## src/rtl/alu_mul_seq.sv

```systemverilog
// alu_mul_seq: 16-bit MSB-first shift-and-add multiplier driving a shared Hack ALU.
// Define ALU_MUL_SKIP_EN to skip the add step for zero multiplier bits.
module alu_mul_seq (
    input  logic        clk,
    input  logic        reset,
    input  logic        start,
    input  logic [15:0] a,
    input  logic [15:0] b,
    output logic        busy,
    output logic        done,
    output logic [15:0] product,
    output logic        zr,
    output logic        ng,
    output logic [15:0] alu_x,
    output logic [15:0] alu_y,
    output logic        alu_zx,
    output logic        alu_nx,
    output logic        alu_zy,
    output logic        alu_ny,
    output logic        alu_f,
    output logic        alu_no,
    input  logic [15:0] alu_out,
    input  logic        alu_zr,
    input  logic        alu_ng
);
`ifdef ALU_MUL_SKIP_EN
    localparam logic SKIP = 1'b1;
`else
    localparam logic SKIP = 1'b0;
`endif
    typedef enum logic [1:0] {IDLE, DBL, ADD, DONE} state_t;
    state_t state, state_nx;
    logic [15:0] a_r, b_r, acc;
    logic [3:0] i;
    logic skip_add;
    logic unused_flags;
    assign unused_flags = alu_zr ^ alu_ng;
    assign busy = state != IDLE;
    assign skip_add = SKIP && !b_r[i];
    always_ff @(posedge clk or posedge reset) begin
        if (reset) begin
            state   <= IDLE;
            a_r     <= '0;
            b_r     <= '0;
            acc     <= '0;
            i       <= '0;
            done    <= 1'b0;
            product <= '0;
            zr      <= 1'b1;
            ng      <= 1'b0;
        end else begin
            state <= state_nx;
            done  <= state == DONE;
            if (state == IDLE && start) begin
                a_r <= a;
                b_r <= b;
                acc <= '0;
                i   <= 4'd15;
            end
            if (state == DBL || state == ADD)
                acc <= alu_out;
            // i moves on after ADD, or after DBL when that bit's ADD is skipped
            if (state == ADD || (state == DBL && skip_add))
                i <= i - 4'd1;
            if (state == DONE) begin
                product <= acc;
                zr      <= acc == 16'd0;
                ng      <= acc[15];
            end
        end
    end
    always_comb begin
        state_nx = state;
        alu_x    = '0;
        alu_y    = '0;
        alu_zx   = 1'b0;
        alu_nx   = 1'b0;
        alu_zy   = 1'b0;
        alu_ny   = 1'b0;
        alu_f    = 1'b0;
        alu_no   = 1'b0;
        case (state)
            IDLE: state_nx = start ? DBL : IDLE;
            DBL: begin
                alu_x    = acc;
                alu_y    = acc;
                alu_f    = 1'b1;
                state_nx = !skip_add ? ADD : (i == 4'd0) ? DONE : DBL;
            end
            ADD: begin
                alu_x    = a_r;
                alu_y    = acc;
                alu_f    = 1'b1;
                alu_zx   = ~b_r[i];
                state_nx = (i == 4'd0) ? DONE : DBL;
            end
            default: state_nx = IDLE;
        endcase
    end
endmodule

```

## config.mk

```make
export PLATFORM = sky130hd
export DESIGN_NAME = alu_mul_seq
export DESIGN_NICKNAME = d
export VERILOG_FILES = /design/src/rtl/alu_mul_seq.sv
export SDC_FILE = /design/constraint.sdc
export NUM_CORES = 1
export LEC_CHECK = 0
export CORE_MARGIN = 2
export CORE_UTILIZATION = 48
export CTS_CLUSTER_SIZE = 20
export DETAILED_ROUTE_END_ITERATION = 10
export HOLD_SLACK_MARGIN = 0.02
export PLACE_DENSITY = 0.84
export SETUP_SLACK_MARGIN = 0.02
export SKIP_LAST_GASP = 1
export SYNTH_ARGS = -nofsm -noshare
export SYNTH_HDL_FRONTEND = slang
export SYNTH_SLANG_ARGS = --single-unit
```

## constraint.sdc

```tcl
create_clock -name clk -period 3.3 [get_ports clk]
set_input_delay 0.33 -clock clk [delete_from_list [all_inputs] [get_ports clk]]
set_output_delay 0.33 -clock clk [all_outputs]
set_load 0.05 [all_outputs]
```

### Word-level counts from Yosys, hierarchy flattened

Index checks and enable logic that the tools add are counted.
W data, S select, Z words.

* bitwise operators: 1
* equal/unequal tests: 3
* add/subtract/negate cells: 1
* reduce and logical (&&, ||, !) cells: 9
* multiplexer cells: 13
* order comparisons: 1

Operator list (number)
* $mux W16: 3
* $pmux W16 S2: 1
* $logic_not A16 Y1: 1
* $mux W4: 2
* $pmux W2 S3: 1
* $reduce_bool A2 Y1: 3
* $lt A4 B5 Y1 const B: 1
* $bmux W1 S4: 1
* $eq A2 B2 Y1 const B: 2
* $logic_not A4 Y1: 1
* $mux W1: 4
* $sub A4 B1 Y4 const B: 1
* $eq A2 B1 Y1 const B: 1
* $logic_not A2 Y1: 1
* $mux W2: 1
* $reduce_or A2 Y1: 1
* $logic_and A1 B1 Y1: 1
* $logic_or A1 B1 Y1: 1
* $not A1 Y1: 1

* logic and storage cells: 37
* register bits after elaboration: 73

### Longest topological paths before layout

* depth in word-level cells: 4
* depth in mapped cells: 6

### Worst setup path before layout

Ideal clock, no wire load.

* kind: register -> output
* start point: reg state[0]
* end point: out alu_x[10]
* slack: 848 ps
* cell stages (with the launch flop): 7
* arrival time: 2122 ps
* path buffers: 2
* cell sequence: dfrtp_1 > inv_1 > ha_1 > and2_1 > clkbuf_1 > buf_2 > a22o_1

* word-level cells in the longest chain between the ends: 2
* elaborated cells between the ends (all ways): 3
* classes of those cells: eq/ne (2); mux (1)

Ends and longest elaborated chain
* start, declared: RTL line 32 `state_t state, state_nx;`
* start signal, assigned: RTL line 52 `state <= state_nx;`
* $eq A2 B2 Y1 / $eq A2 B1 Y1 (equally long branches): RTL line 82 `case (state)`
* $pmux W16 S2 (*): RTL line 82
* end, declared: RTL line 14 `output logic [15:0] alu_x,`

Every way passes the cells marked *; elsewhere a longest branch is shown, timed or not.

### Final worst setup path

* start point: reg state[0]
* end point: out alu_x[15]

Same word-level chain as after synthesis.

==> impl_metrics.toml <==
[routing]
firstDrtPassIters = 6
vias = 2428
routedWlPerCell_um = 16.82
drc = 0
drtAntennaViolNets = 0
drt_iter0_drc = 139
vias_per_cell = 5.348
wl_um = 7637

[global_routing]
grt_overflow = 0
grt_pass1_vias = 2450
antenna_found_initial = 0
grt_pass1_wl_um = 12590
grt_start_max_net_pins = 52
gr-usage-all-layers = 0.2184

[synthesis]
synthCells = 271
synth_xor_area_frac = 0.002655
synth.most_common_cell = "dfrtp_1"
syn-cell-area_mm2 = 0.003299
synth_top_area_share = 0.5385
synth-main-ff-cell = "dfrtp_1"
async_flop_share = 1.000
ys_ff_latch = 72
muxShareOfSynthArea = 0.1964
synth_top_family_by_area = "multiplexers"
syn_avg_cell_area_um2 = 12.17
synth_compound_area_frac = 0.08722
post-synth-top-area-cell = "dfrtp_1"
synth.area.top_cells = "dfrtp_1 (54%), mux2_2 (16%), a22o_1 (4.2%), nand2_1 (3.8%), and2_1 (3.4%)"
synth_fa_ha_area_frac = 0.02275
synthSimpleGateAreaFrac = 0.09860
yosys_warnings = 0
yosysUniqueCellTypes = 34
yosysSeqAreaShare = 0.5465
synth_edf_count = 0
synth_commonest_cells = "dfrtp_1 (71), mux2_2 (48), nand2_1 (33)"

[run]
cap_violations = 0

[placed_design]
port_buffers = 104
post-place-ws_ps = 703.0
placed_area_mm2 = 0.004524
place_congestion = 0.7880
hpwlAfterDp_um = 5378

[floorplanning]
die_w_um = 86.91
die_h_um = 86.91
design.core.area_mm2 = 0.006719
initial_utilization = 0.4911
die-area_mm2 = 0.007553
row_count = 30
io_pins = 111

[timing]
worst_slack_ps = 306.1
fin_crit_sh = 0.9072
fin_hold_ws_ps = 439.8
rsz0062_at_grt = "no"
setup_viol = 0
clock_skew_ps = 5.474
hold_viol = 0
period_minus_slack_ps = 2994
fin_tns_setup_ps = 0
finalMaxSlewViolations = 0
tightestPinTransition_ps = 1022
max_slew_margin = 0.3160
fmax_mhz = 334.0

[layout]
ff_latch_area_mm2 = 0.001803
multi_input_area_mm2 = 0.001363
final_area_mm2 = 0.004778
final_core_util = 0.7112
area_delta_synth_final_pct = 44.82
drive_gt1_frac = 0.2460
nNetsFinal = 428
fill_cells = 450
diodes = 0

[pwr]
power_leakage_nw = 2.058
peakVddDrop_mv = 0.7043
p_int_mw = 3.129
p_seq_frac = 0.291
p_sw_frac = 0.4403
netSwitchingPower_mw = 2.462
power_frac_clock = 0.155
p_comb_frac = 0.553
power.density_mw_per_mm2 = 1170

[clock_network]
cts_buffer_depth = 2
postCtsHoldBufs = 0
numCtsBuffers = 9
cts_num_sinks = 72
postCtsSetupBuffers = 0
post_cts_resized = 0
cts_tree = "built"
root_buffer = "clkbuf_8"
htree_levels = 3
insertion_delay_ps = 340
clk_pin_slew_ps = 80

[run_status]
status = "finished, final reports clean"

[setup_path]
crit_type = "reg -> out"
crit_path_start_kind = "register"
worst_ep_arrival_time_ps = 2660
worst_setup_path_end_kind = "output port"
crit-reg2reg-launch = "state[0]$_DFF_PP0_"
r2r_end = "acc[13]$_DFFE_PP0P_"
setup.worst_path.end = "alu_x[15]"
crit_required_ps = 2970
reg2reg_setup_slack_ps = 1150
crit_fanout = 51
startpoint = "state[0]$_DFF_PP0_"
reg2reg_depth = 6

[worst_hold_path]
min_path_type = "in -> async"
[worst max-delay path, stage by stage (launching register included)]
cell and delay (ps):
dfrtp_1 420, inv_1 120, ha_1 290, buf_4 370
and2_1 650, a22o_1 310, buf_12 150
[placed cells by master, fill, tap and decap left out, types with 2 or more instances in the layout]
master,synthesis,final
clkdlybuf4s50_1,0,85
dfrtp_1,71,71
mux2_2,48,48
nand2_1,33,32
and2_1,18,18
o21ai_0,17,17
buf_12,0,17
a22o_1,16,16
clkbuf_8,0,11
ha_1,6,6
buf_4,5,6
inv_1,6,5
nor2_1,4,4
conb_1,1,4
bufinv_16,0,3
a22oi_1,2,2
a21oi_1,2,2
nand4_1,2,2
mux4_2,2,2
mux4_1,2,2
nand3b_1,2,2
nor4_1,2,2
[sequential cells by signal, summed over array words and instances, names as in the netlist]
register,count
i,4
b_r,16
acc,16
a_r,16
done,1
product,16
state,2
zr,1
[layout make-up]
type,instances,area share
clock buffers,11,0.03168
clock inverters,5,0.02147
inverters,6,0.004713
multi-input cells,172,0.2852
flip-flops and latches,72,0.3773
well taps,80,0.02095
repair buffers,108,0.2587
[cells by family after synthesis]
family	count (synthesis)
DFF	72
and+or+nand+nor	66
muxes	53
AOI/OAI and AO/OA	42
buffers and inverters	30
adders and majority gates	6
other	1
xor gates and xnor gates	1
[stage by stage]
step                power (mW)  std cells
global route             5.888        454
floorplan                3.652        274
global placement         4.660        438
detailed placement       4.746        438
finish                   5.591        454
CTS                      5.623        454
[how the worst min path moves through the flow]
stage / endpoint / slack, ps / cells after the start
2_1_floorplan: zr$_DFFE_PP1P_ / 450 / 1
3_3_place_gp: zr$_DFFE_PP1P_ / 470 / 2
3_5_place_dp: zr$_DFFE_PP1P_ / 480 / 2
4_1_cts: a_r[0]$_DFFE_PP0P_ / 460 / 2
5_1_grt: a_r[0]$_DFFE_PP0P_ / 510 / 2
6_report: a_r[0]$_DFFE_PP0P_ / 440 / 2
[power groups by stage]
stage / Combinational, mW / Sequential (mW) / Clock (mW)
6_report: 3.09 / 1.63 / 0.869
3_5_place_dp: 3.10 / 1.64 / 0
4_1_cts: 3.11 / 1.63 / 0.877
3_3_place_gp: 3.04 / 1.62 / 0
5_1_grt: 3.28 / 1.68 / 0.924
2_1_floorplan: 1.79 / 1.86 / 0
[per-layer routing]
| metal | up-vias | track usage | wire length, um |
|---|---|---|---|
| met5 | - | 0 | 0 |
| met4 | 0 | 0.08807 | 175 |
| met3 | 13 | 0.05213 | 346 |
| met2 | 74 | 0.3553 | 3984 |
| met1 | 1208 | 0.2819 | 3132 |
| li1 | 1133 | - | - |
Note: power is estimated with default switching activity, not from simulation.
